**src/rtl/debounce_pkg.sv**
```systemverilog
// Shared types and default parameters for the debounce_pulse input conditioner.
package debounce_pkg;

    localparam int unsigned DEF_SYNC_STAGES     = 2;
    localparam int unsigned DEF_DEBOUNCE_CYCLES = 4;
    localparam int unsigned DEF_CNT_W           = 16;

    typedef enum logic [1:0] {
        IDLE_LOW  = 2'b00,
        CHK_HIGH  = 2'b01,
        IDLE_HIGH = 2'b10,
        CHK_LOW   = 2'b11
    } state_t;

endpackage

```
**src/rtl/debounce_pulse_if.sv**
```systemverilog
// Button-side and conditioned-output signals of debounce_pulse.
interface debounce_pulse_if;

    logic btn_in;
    logic en;
    logic level_out;
    logic rise_pulse;
    logic fall_pulse;
    logic busy;

    modport master (
        output btn_in,
        output en,
        input  level_out,
        input  rise_pulse,
        input  fall_pulse,
        input  busy
    );

    modport slave (
        input  btn_in,
        input  en,
        output level_out,
        output rise_pulse,
        output fall_pulse,
        output busy
    );

endinterface

```
**src/rtl/sync_chain.sv**
```systemverilog
// Multi-flop synchroniser for a single asynchronous level; async reset to 0.
module sync_chain #(
    parameter int unsigned STAGES = 2
) (
    input  logic clk,
    input  logic rst,
    input  logic d,
    output logic q
);

    logic [STAGES-1:0] ff;

    always_ff @(posedge clk or posedge rst) begin
        if (rst) begin
            ff <= '0;
        end else begin
            ff <= {ff[STAGES-2:0], d};
        end
    end

    assign q = ff[STAGES-1];

endmodule

```
**src/rtl/debounce_pulse.sv**
```systemverilog
// Synchronise, debounce and edge-detect a raw button level; pulses are one cycle wide.
module debounce_pulse
    import debounce_pkg::*;
#(
    parameter int unsigned SYNC_STAGES     = DEF_SYNC_STAGES,
    parameter int unsigned DEBOUNCE_CYCLES = DEF_DEBOUNCE_CYCLES,
    parameter int unsigned CNT_W           = DEF_CNT_W
) (
    input logic             clk,
    input logic             rst,
    debounce_pulse_if.slave bus
);

    localparam logic [CNT_W-1:0] CNT_LAST = CNT_W'(DEBOUNCE_CYCLES - 1);
    localparam logic [CNT_W-1:0] CNT_ONE  = CNT_W'(1);

    state_t           state;
    logic [CNT_W-1:0] cnt;
    logic             s;
    logic             level_q;
    logic             rise_q;
    logic             fall_q;
    logic             busy_q;

    sync_chain #(
        .STAGES(SYNC_STAGES)
    ) u_sync (
        .clk(clk),
        .rst(rst),
        .d  (bus.btn_in),
        .q  (s)
    );

    // Qualification FSM: a candidate level must be seen DEBOUNCE_CYCLES times in a row.
    always_ff @(posedge clk or posedge rst) begin
        if (rst) begin
            state   <= IDLE_LOW;
            cnt     <= '0;
            level_q <= 1'b0;
            rise_q  <= 1'b0;
            fall_q  <= 1'b0;
            busy_q  <= 1'b0;
        end else begin
            rise_q <= 1'b0;
            fall_q <= 1'b0;
            case (state)
                IDLE_LOW: begin
                    if (s && bus.en) begin
                        state  <= CHK_HIGH;
                        cnt    <= CNT_ONE;
                        busy_q <= 1'b1;
                    end
                end
                CHK_HIGH: begin
                    if (!s || !bus.en) begin
                        state  <= IDLE_LOW;
                        cnt    <= '0;
                        busy_q <= 1'b0;
                    end else if (cnt == CNT_LAST) begin
                        state   <= IDLE_HIGH;
                        cnt     <= '0;
                        busy_q  <= 1'b0;
                        level_q <= 1'b1;
                        rise_q  <= 1'b1;
                    end else begin
                        cnt <= cnt + CNT_ONE;
                    end
                end
                IDLE_HIGH: begin
                    if (!s && bus.en) begin
                        state  <= CHK_LOW;
                        cnt    <= CNT_ONE;
                        busy_q <= 1'b1;
                    end
                end
                CHK_LOW: begin
                    if (s || !bus.en) begin
                        state  <= IDLE_HIGH;
                        cnt    <= '0;
                        busy_q <= 1'b0;
                    end else if (cnt == CNT_LAST) begin
                        state   <= IDLE_LOW;
                        cnt     <= '0;
                        busy_q  <= 1'b0;
                        level_q <= 1'b0;
                        fall_q  <= 1'b1;
                    end else begin
                        cnt <= cnt + CNT_ONE;
                    end
                end
                default: begin
                    state  <= IDLE_LOW;
                    cnt    <= '0;
                    busy_q <= 1'b0;
                end
            endcase
        end
    end

    assign bus.level_out  = level_q;
    assign bus.rise_pulse = rise_q;
    assign bus.fall_pulse = fall_q;
    assign bus.busy       = busy_q;

endmodule

```
**src/flat_wrapper.sv**
```systemverilog
// flat-port wrapper written by rule: the top's interface ports become plain ports
module debounce_pulse_flat import debounce_pkg::*;
#(
    parameter int unsigned SYNC_STAGES     = DEF_SYNC_STAGES,
    parameter int unsigned DEBOUNCE_CYCLES = DEF_DEBOUNCE_CYCLES,
    parameter int unsigned CNT_W           = DEF_CNT_W
)
  (clk, rst, bus_btn_in, bus_en, bus_level_out, bus_rise_pulse, bus_fall_pulse, bus_busy);
  debounce_pulse_if bus_i ();
  input logic clk;
  input logic rst;
  input wire logic [$bits(bus_i.btn_in)-1:0] bus_btn_in;
  input wire logic [$bits(bus_i.en)-1:0] bus_en;
  output wire logic [$bits(bus_i.level_out)-1:0] bus_level_out;
  output wire logic [$bits(bus_i.rise_pulse)-1:0] bus_rise_pulse;
  output wire logic [$bits(bus_i.fall_pulse)-1:0] bus_fall_pulse;
  output wire logic [$bits(bus_i.busy)-1:0] bus_busy;
  assign bus_i.btn_in = bus_btn_in;
  assign bus_i.en = bus_en;
  assign bus_level_out = bus_i.level_out;
  assign bus_rise_pulse = bus_i.rise_pulse;
  assign bus_fall_pulse = bus_i.fall_pulse;
  assign bus_busy = bus_i.busy;
  debounce_pulse #(.SYNC_STAGES(SYNC_STAGES), .DEBOUNCE_CYCLES(DEBOUNCE_CYCLES), .CNT_W(CNT_W)) u_core (.clk(clk), .rst(rst), .bus(bus_i));
endmodule
```
**config.mk**
```make
export PLATFORM = sky130hd
export DESIGN_NAME = debounce_pulse_flat
export DESIGN_NICKNAME = d
export VERILOG_FILES = /design/src/rtl/debounce_pkg.sv /design/src/rtl/debounce_pulse_if.sv /design/src/rtl/sync_chain.sv /design/src/rtl/debounce_pulse.sv /design/src/flat_wrapper.sv
export SDC_FILE = /design/constraint.sdc
export NUM_CORES = 1
export LEC_CHECK = 0
export CAP_MARGIN = 20
export CORE_ASPECT_RATIO = 0.8
export CORE_MARGIN = 3
export CORE_UTILIZATION = 50
export CTS_CLUSTER_DIAMETER = 200
export CTS_CLUSTER_SIZE = 12
export DETAILED_ROUTE_END_ITERATION = 8
export GPL_ROUTABILITY_DRIVEN = 0
export PLACE_DENSITY = 0.78
export SYNTH_ARGS = -nofsm -noshare
export SYNTH_HDL_FRONTEND = slang
export SYNTH_HIERARCHICAL = 1
export SYNTH_SLANG_ARGS = --single-unit
export TNS_END_PERCENT = 5
```
**constraint.sdc**
```tcl
create_clock -name clk -period 2.12 [get_ports clk]
set_clock_uncertainty 0.1 [all_clocks]
set_input_delay 0.318 -clock clk [delete_from_list [all_inputs] [get_ports clk]]
set_output_delay 0.318 -clock clk [all_outputs]
set_load 0.03 [all_outputs]
```
==> results of run 1 <==
[power by group]
part           switching, W  internal [W]  total [W]
Sequential        0.0000564      0.000509   0.000566
Clock              0.000136      0.000105   0.000241
Combinational      0.000247      0.000195   0.000442
[sequential cells by signal (all words and copies together), names as in the netlist]
name / cells
u_core/bus.level_out: 1
u_core/bus.busy: 1
u_core/bus.rise_pulse: 1
u_core/u_sync/ff: 2
u_core/bus.fall_pulse: 1
u_core/state: 2
u_core/cnt: 16
[per-stage QoR]
| step | hold WS (ps) | instance area, um^2 |
|---|---|---|
| after floorplan | -40.8 | 1260 |
| after global placement | 238 | 1360 |
| after detailed placement | 246 | 1360 |
| after CTS | 64.5 | 1400 |
| after global routing | 80.2 | 1400 |
| final | 71.1 | 1400 |
[how the worst max path moves through the flow]
stage,from,to,slack (ps),cells past startpoint
final,u_core/cnt[1],u_core/state[1],180,6
after global routing,u_core/cnt[1],u_core/state[1],80,6
after detailed placement,bus_en,u_core/state[1],100,6
after CTS,u_core/cnt[1],u_core/state[1],180,6
after floorplan,u_core/cnt[0],u_core/cnt[8],340,7
after global placement,bus_en,u_core/state[1],130,6
[kinds of logic (layout without fill, tap and decap cells)]
family	after synthesis	count (layout)	share of synthesized area
AO/OA/AOI/OAI	41	41	0.203
AND/OR/NAND/NOR	50	50	0.251
adder cells (fa/ha/maj)	1	1	0.00995
flip-flops	24	24	0.478
XOR/XNOR	1	1	0.00697
buffers and inverters	9	19	0.0428
multiplexers	1	1	0.00895
[routing by layer]
metal | part of all wire | track usage | up-vias
met2 | 0.44 | 0.272 | 27
met1 | 0.49 | 0.280 | 486
met5 | 0 | 0 | -
li1 | - | - | 487
met4 | 0.013 | 0.0424 | 0
met3 | 0.062 | 0.0455 | 4
[cell type report]
type / instances / area (um^2)
timing repair buffer: 11 / 100
inverter: 4 / 15.0
sequential: 24 / 601
tap: 34 / 42.5
fill: 197 / 873
clock buffer: 4 / 36.3
multi-input combinational: 94 / 603
[worst register-to-register path: stages (launching register included)]
cell and delay (ps):
dfrtp_1 450, ha_1 210, nor4b_4 210, nand4_2 170, and2_4 240, nor2_1 110, mux2_2 340
[synth_stat cells (2+ instances only)]
cell	number	area, um^2
nor4_1	3	18.8
or3_1	2	12.5
nand3_1	5	25.0
a21o_2	3	26.3
and4_1	2	17.5
dfrtp_1	24	601
o21ai_0	10	50.1
nor3_1	6	30.0
nand2_1	10	37.5
and2_1	2	12.5
inv_1	4	15.0
nor2_1	6	22.5
a31oi_1	5	31.3
buf_6	2	22.5
a21oi_1	12	60.1
nand4_1	3	18.8
nor3b_1	2	15.0
a21o_1	7	52.6
==> summary.txt, run 1 <==
Run status
  – Outcome: completed

Clocking
  – Clk root buf: clkbuf_4
  – Postcts setup bufs: 0
  – H-tree depth: 1
  – Clk_lat worst skew: roughly 310 ps
  – Cells resized by post-CTS repair: 0
  – Clock Pin Slew Worst Setup and Hold Paths: approximately 130 ps
  – CTS tree: yes
  – CTS buffer count: 3
  – Clock tree buffer depth: 2
  – Sink Count: 24
  – Hold Buf Count CTS: 0

Logic synthesis
  – Seq cells post-synth: 24
  – Synthesized area: around 1300 um^2
  – Async SR Flop Fraction: 1.00
  – Synthesized instance count: about 130
  – Yosys warning total: 6
  – Synthesized Nets: about 130
  – Seq/Total Area, Yosys: 0.478
  – Post-synth EDFFs: 0
  – Mapped Avg Cell Area: 9.90 um^2
  – Post-synthesis cell type count: 37
  – Synth Flop Type: dfrtp_1

Detailed routing
  – Per-cell routed wire length: between 10 and 15 um
  – Vias per std cell: approximately 5.9
  – Via count: between 1000 and 1500
  – DRC viols: 0
  – DRT Wirelength: between 2000 and 2500 um
  – Iter 0 DRT Violations: about 110
  – Total iterations of the first detailed-routing run: 4
  – Antenna-violating nets left: 0

Critical path
  – CP top delay family: simple AND/OR/NAND/NOR gates
  – CP bufs+invs: 0
  – Crit-path slowest cell: dfrtp_1
  – CP Capture Type: flip-flop
  – Reg2reg end: u_core/state[1]
  – Critical Path Max Stage Delay: around 450 ps
  – FF-to-FF path depth: 6
  – CP Data Required Time: roughly 2200 ps
  – Critical path class: reg -> reg
  – R2r setup slk: between 150 and 200 ps
  – Worst-path cell chain: ha_1 > nor4b_4 > nand4_2 > and2_4 > nor2_1 > mux2_2
  – Reg-to-reg startpoint: u_core/cnt[1]
  – Arr. time, crit path: between 2000 and 2500 ps
  – Worst-path maximum fanout: 14
  – Startpoint Class: flip-flop

STA
  – Final Max Tran Viols: 0
  – RSZ-0062 raised after global routing: false
  – Worst Setup Slack, final: about 180 ps
  – Aggregate negative setup slack: 0 ps
  – Slew HR: 0.756
  – Slew @ Worst Pin: 365 ps
  – Max Clock Freq: 0.515 GHz
  – Final Setup Violations: 0
  – Fin crit share: 0.915
  – Final Hold Viols: 0
  – Min Clock Period, post-route: 1940 ps

Layout
  – Area grow syn2layout: 11.1%
  – Proportion of layout cells with a drive suffix above 1: 0.161
  – Antenna cell count: 0
  – Commonest non-fill, non-tap cell in the layout: dfrtp_1
  – Final instance count without filler cells: about 170
  – Core Util, Final: 0.615
  – # nets final: 143
  – Most frequent cells in the layout: dfrtp_1, a21oi_1, nand2_1, o21ai_0

Floorplan
  – Row count: 15
  – Initial Util: 0.554
  – Die area: roughly 3200 um^2
  – Die span in y: approximately 51 um
  – Core Region: approximately 2300 um^2
  – Die Wd: ~62 um
  – # IOs: 8

Global routing
  – Initial antenna violation count: 0
  – Total gr overflow: 0
  – Largest net degree at the start of global routing: 23
  – Vias in the first global route: 912
  – First-pass GRT wire length: 4400 um
  – Total GRT Usage: 0.188

Place
  – Number of port buffers: 7
  – Placed cells: roughly 170
  – HPWL after detailed placement: ~1800 um
  – DP Worst Slack: ~100 ps

Pwr
  – Overall power: around 0.0012 W
  – Peak VDD IR: 0.600 mV
  – Pwr Density: 893 nW/um^2
  – LEAKAGE: 0.618 nW

Run
  – Max cap viols: 0

Min path
  – HP Class: in -> async
No activity file was read; power rests on OpenSTA's default activity.
==> run 2: changes to the inputs <==
- CORE_UTILIZATION: 50 -> 45
- CTS_CLUSTER_SIZE: 12 -> not set
- PLACE_DENSITY: 0.78 -> 0.72
==> summary.txt, run 2 (synthesized netlist as in run 1, its figures left out) <==
Clocking
  – Hold Buf Count CTS: 0 (unchanged)
  – Clk root buf: clkbuf_4 (unchanged)
  – Sink Count: 24 (unchanged)
  – H-tree depth: 1 (unchanged)
  – Postcts setup bufs: 0 (unchanged)
  – CTS tree: yes (unchanged)
  – Clock tree buffer depth: 2 (unchanged)
  – Cells resized by post-CTS repair: 0 (unchanged)
  – Clock Pin Slew Worst Setup and Hold Paths: 130 ps (about the same)
  – CTS buffer count: 3 (unchanged)
  – Clk_lat worst skew: 310 ps (about the same)

Critical path
  – Worst-path maximum fanout: 14 (unchanged)
  – CP top delay family: simple AND/OR/NAND/NOR gates (unchanged)
  – FF-to-FF path depth: 5 (was 6)
  – CP Data Required Time: 2220 ps (was 2230 ps)
  – Arr. time, crit path: 2040 ps (was 2050 ps)
  – R2r setup slk: 180 ps (about the same)
  – Reg-to-reg startpoint: u_core/cnt[2] (was u_core/cnt[1])
  – Critical Path Max Stage Delay: 500 ps (was 450 ps)
  – Reg2reg end: u_core/state[1] (unchanged)
  – Critical path class: reg -> reg (unchanged)
  – CP Capture Type: flip-flop (unchanged)
  – CP bufs+invs: 0 (unchanged)
  – Startpoint Class: flip-flop (unchanged)
  – Worst-path cell chain: nor4_4 > nand4_2 > and2_4 > nor2_1 > mux2_2 (was ha_1 > nor4b_4 > nand4_2 > and2_4 > nor2_1 > mux2_2)
  – Crit-path slowest cell: dfrtp_1 (unchanged)

STA
  – Aggregate negative setup slack: 0 ps (unchanged)
  – RSZ-0062 raised after global routing: false (unchanged)
  – Slew @ Worst Pin: 407 ps (was 365 ps)
  – Min Clock Period, post-route: 1940 ps (about the same)
  – Final Setup Violations: 0 (unchanged)
  – Final Hold Viols: 0 (unchanged)
  – Fin crit share: 0.916 (was 0.915)
  – Slew HR: 0.728 (was 0.756)
  – Final Max Tran Viols: 0 (unchanged)
  – Max Clock Freq: 0.515 GHz (about the same)

Layout
  – # nets final: 143 (unchanged)
  – Max FFs per register: 16 (unchanged)
  – # fillers: 248 (was 197)
  – Design area: 1390 um^2 (was 1400 um^2)
  – Proportion of layout cells with a drive suffix above 1: 0.154 (was 0.161)
  – Most frequent cells in the layout: dfrtp_1, a21oi_1, nand2_1, o21ai_0 (unchanged)
  – Area grow syn2layout: 10.2% (was 11.1%)
  – Antenna cell count: 0 (unchanged)
  – Multi-input logic area: 603 um^2 (unchanged)
  – Largest regs: u_core/cnt: 16 flops, u_core/state: 2 flops, u_core/u_sync/ff: 2 flops (unchanged)
  – Most flops, register: u_core/cnt (unchanged)
  – FF/Latch Area: 601 um^2 (unchanged)
  – Commonest non-fill, non-tap cell in the layout: dfrtp_1 (unchanged)

Place
  – Number of port buffers: 7 (unchanged)
  – Cell Area, Placed: 1360 um^2 (about the same)
  – HPWL after detailed placement: 1820 um (was 1800 um)

Global routing
  – Vias in the first global route: 985 (was 912)
  – Total GRT Usage: 0.173 (was 0.188)
  – Total gr overflow: 0 (unchanged)
  – Initial antenna violation count: 0 (unchanged)
  – First-pass GRT wire length: 4510 um (was 4400 um)
  – Largest net degree at the start of global routing: 23 (unchanged)

Detailed routing
  – Total iterations of the first detailed-routing run: 4 (unchanged)
  – Max Used Layer: met4 (unchanged)
  – M1 WL: 1140 um (was 1210 um)
  – Wire length on met2: 1200 um (was 1080 um)
  – Iter 0 DRT Violations: 115 (was 107)
  – DRC viols: 0 (unchanged)
  – Per-cell routed wire length: 14.6 um (was 14.5 um)
  – DR WL met3: 132 um (was 154 um)
  – Via count: 1010 (was 1004)
  – Vias per std cell: 5.87 (about the same)
  – DRT Wirelength: 2520 um (was 2480 um)
  – Antenna-violating nets left: 0 (unchanged)

Floorplan
  – Die area: 3470 um^2 (was 3160 um^2)
  – Core Region: 2560 um^2 (was 2270 um^2)
  – Initial Util: 0.491 (was 0.554)
  – Row count: 16 (was 15)
  – Die Wd: 65.1 um (was 62.1 um)
  – # IOs: 8 (unchanged)
  – Die span in y: 53.3 um (was 50.9 um)

Pwr
  – LEAKAGE: 0.611 nW (was 0.618 nW)
  – Pwr Density: 864 nW/um^2 (was 893 nW/um^2)
  – Overall power: 0.00120 W (was 0.00125 W)
  – Peak VDD IR: 0.404 mV (was 0.600 mV)

Min path
  – HP Class: in -> async (unchanged)

Run status
  – Outcome: completed (unchanged)

Run
  – Max cap viols: 0 (unchanged)
-- run 2: worst max path at each step --
stage	to	from	slack, ps	cells past startpoint
finish	u_core/state[1]	u_core/cnt[2]	180	5
global route	u_core/state[1]	u_core/cnt[1]	60	6
CTS	u_core/state[1]	u_core/cnt[2]	200	5
detailed placement	u_core/state[1]	bus_en	110	6
global placement	u_core/cnt[13]	bus_en	140	6
floorplan	u_core/cnt[8]	u_core/cnt[0]	340	7
-- run 2: cell type report --
class                           count  area share
Clock buffer                        3      0.0162
Inverter                            4      0.0108
Multi-Input combinational cell     94       0.435
Sequential cell                    24       0.433
Tap cell                           36      0.0325
Timing Repair Buffer               11      0.0722
-- run 2: layer usage --
layer	global-route usage	vias up
met5	0	-
met4	0.0483	0
met3	0.0510	5
met2	0.285	25
met1	0.222	492
li1	-	488
-- run 2: worst reg2reg max path: stages (launching register included) --
cell,delay (ps)
dfrtp_1,500
nor4_4,340
nand4_2,200
and2_4,240
nor2_1,110
mux2_2,340
-- run 2: per-stage QoR --
step	util	instances	hold slack, ps	setup WS [ps]
5_1_grt	0.541	172	68.6	62.2
2_1_floorplan	-	127	-40.8	339
4_1_cts	0.541	172	73.7	196
6_report	0.541	172	82.4	178
3_5_place_dp	0.532	169	245	109
3_3_place_gp	0.532	169	242	145
-- run 2: where the power goes --
group	internal, W	switching (W)	leakage, nW
Clock	0.0000663	0.000125	0.0138
Combinational	0.000195	0.000248	0.275
Sequential	0.000509	0.0000546	0.322
Total	0.000771	0.000427	0.611
==> run 3: changes to the inputs <==
- CORE_UTILIZATION: 45 -> 30
- HOLD_SLACK_MARGIN: not set -> 0.08
- PLACE_DENSITY: 0.72 -> 0.52
==> summary.txt, run 3 (synthesized netlist as in run 1, its figures left out) <==
Clocking
  – Clock tree buffer depth: 2 (unchanged)
  – H-tree depth: 1 (unchanged)
  – Clk_lat worst skew: 260 ps (was 310 ps)
  – CTS buffer count: 3 (unchanged)
  – Postcts setup bufs: 0 (unchanged)
  – Clock Pin Slew Worst Setup and Hold Paths: 80 ps (was 130 ps)
  – Clk root buf: clkbuf_8 (was clkbuf_4)
  – Hold Buf Count CTS: 0 (unchanged)
  – Sink Count: 24 (unchanged)
  – CTS tree: yes (unchanged)
  – Cells resized by post-CTS repair: 0 (unchanged)

Place
  – Cell Area, Placed: 1390 um^2 (was 1360 um^2)
  – DP Worst Slack: 87.5 ps (was 109 ps)
  – Number of port buffers: 7 (unchanged)
  – HPWL after detailed placement: 1830 um (was 1820 um)

Critical path
  – Critical path class: reg -> reg (unchanged)
  – CP top delay family: simple AND/OR/NAND/NOR gates (unchanged)
  – Startpoint Class: flip-flop (unchanged)
  – Arr. time, crit path: 2020 ps (was 2040 ps)
  – Crit-path slowest cell: dfrtp_1 (unchanged)
  – Worst-path cell chain: nor4_1 > nand4_2 > and2_4 > nor2_1 > mux2_2 (was nor4_4 > nand4_2 > and2_4 > nor2_1 > mux2_2)
  – Worst-path maximum fanout: 14 (unchanged)
  – CP Data Required Time: 2170 ps (was 2220 ps)
  – Critical Path Max Stage Delay: 440 ps (was 500 ps)
  – CP Capture Type: flip-flop (unchanged)
  – CP bufs+invs: 0 (unchanged)

STA
  – Final Max Tran Viols: 0 (unchanged)
  – RSZ-0062 raised after global routing: false (unchanged)
  – Aggregate negative setup slack: 0 ps (unchanged)
  – Final Hold Viols: 0 (unchanged)
  – Final Setup Violations: 0 (unchanged)
  – Worst Setup Slack, final: 153 ps (was 178 ps)
  – Fin crit share: 0.928 (was 0.916)
  – Max Clock Freq: 0.508 GHz (was 0.515 GHz)
  – Min Clock Period, post-route: 1970 ps (was 1940 ps)
  – Slew HR: 0.755 (was 0.728)
  – Slew @ Worst Pin: 364 ps (was 407 ps)

Global routing
  – Total GRT Usage: 0.118 (was 0.173)
  – Largest net degree at the start of global routing: 23 (unchanged)
  – Initial antenna violation count: 0 (unchanged)
  – Vias in the first global route: 951 (was 985)
  – Total gr overflow: 0 (unchanged)
  – First-pass GRT wire length: 4710 um (was 4510 um)

Detailed routing
  – Via count: 975 (was 1010)
  – Total iterations of the first detailed-routing run: 4 (unchanged)
  – DRT Wirelength: 2690 um (was 2520 um)
  – Per-cell routed wire length: 14.1 um (was 14.6 um)
  – DRC viols: 0 (unchanged)
  – Iter 0 DRT Violations: 49 (was 115)
  – Antenna-violating nets left: 0 (unchanged)
  – Vias per std cell: 5.10 (was 5.87)

Pwr
  – Pwr Density: 899 nW/um^2 (was 864 nW/um^2)
  – Peak VDD IR: 0.323 mV (was 0.404 mV)
  – LEAKAGE: 0.619 nW (was 0.611 nW)

Floorplan
  – Initial Util: 0.322 (was 0.491)
  – Core Region: 3900 um^2 (was 2560 um^2)
  – # IOs: 8 (unchanged)
  – Row count: 20 (was 16)
  – Die area: 5010 um^2 (was 3470 um^2)
  – Die Wd: 78.4 um (was 65.1 um)
  – Die span in y: 63.9 um (was 53.3 um)

Layout
  – Most frequent cells in the layout: dfrtp_1, a21oi_1, nand2_1, o21ai_0 (unchanged)
  – Design area: 1430 um^2 (was 1390 um^2)
  – Multi-input logic area: 603 um^2 (unchanged)
  – Largest regs: u_core/cnt: 16 flops, u_core/state: 2 flops, u_core/u_sync/ff: 2 flops (unchanged)
  – Commonest non-fill, non-tap cell in the layout: dfrtp_1 (unchanged)
  – FF/Latch Area: 601 um^2 (unchanged)
  – Proportion of layout cells with a drive suffix above 1: 0.154 (unchanged)
  – Antenna cell count: 0 (unchanged)
  – Area grow syn2layout: 13.6% (was 10.2%)
  – Most flops, register: u_core/cnt (unchanged)
  – Max FFs per register: 16 (unchanged)
  – # nets final: 143 (unchanged)
  – # fillers: 416 (was 248)

Min path
  – HP Class: in -> async (unchanged)

Run
  – Max cap viols: 0 (unchanged)

Run status
  – Outcome: completed (unchanged)
## run 3: cell count changes in the layout (fill, tap and decap cells not counted)
cell,delta
clkbuf_4,-3
clkbuf_8,+3
## run 3: final timing paths
path	startpoint	end	slack [ps]	cells after the start
max	u_core/cnt[14]	u_core/state[1]	150	5
min	rst	u_core/u_sync/ff[1]	120	2
max reg2reg	u_core/cnt[14]	u_core/state[1]	150	5
min reg2reg	u_core/u_sync/ff[0]	u_core/u_sync/ff[1]	260	0
max in group asynchronous	rst	u_core/cnt[14]	1380	3
min in group clk	u_core/u_sync/ff[0]	u_core/u_sync/ff[1]	260	0
## run 3: metrics by stage
step / cells / hold WS [ps] / util / power [W]
after floorplan: 127 / -40.8 / - / 0.000885
after global placement: 188 / 233 / 0.355 / 0.00102
after detailed placement: 188 / 247 / 0.355 / 0.00102
after CTS: 191 / 112 / 0.366 / 0.00130
after global routing: 191 / 134 / 0.366 / 0.00137
final: 191 / 121 / 0.366 / 0.00129
## run 3: worst register-to-register path, stage by stage, from the launching register on
cell and delay, ps:
dfrtp_1 440, nor4_1 400, nand4_2 210, and2_4 250, nor2_1 110, mux2_2 340
## run 3: where the power goes
part / internal [W] / switching [W]
combinational: 0.000195 / 0.000255
clock: 0.000127 / 0.000141
sequential: 0.000510 / 0.0000577
## run 3: cell type report
type                       count  area share
tap                           55      0.0482
clock buffer                   3      0.0289
inverter                       4      0.0105
timing repair buffer          11      0.0701
multi-input combinational     94       0.422
sequential                    24       0.420
## run 3: metal layers
layer,share of wire,track usage
met1,0.55,0.171
met2,0.42,0.174
met3,0.025,0.0296
met4,0.0045,0.0284
met5,0,0
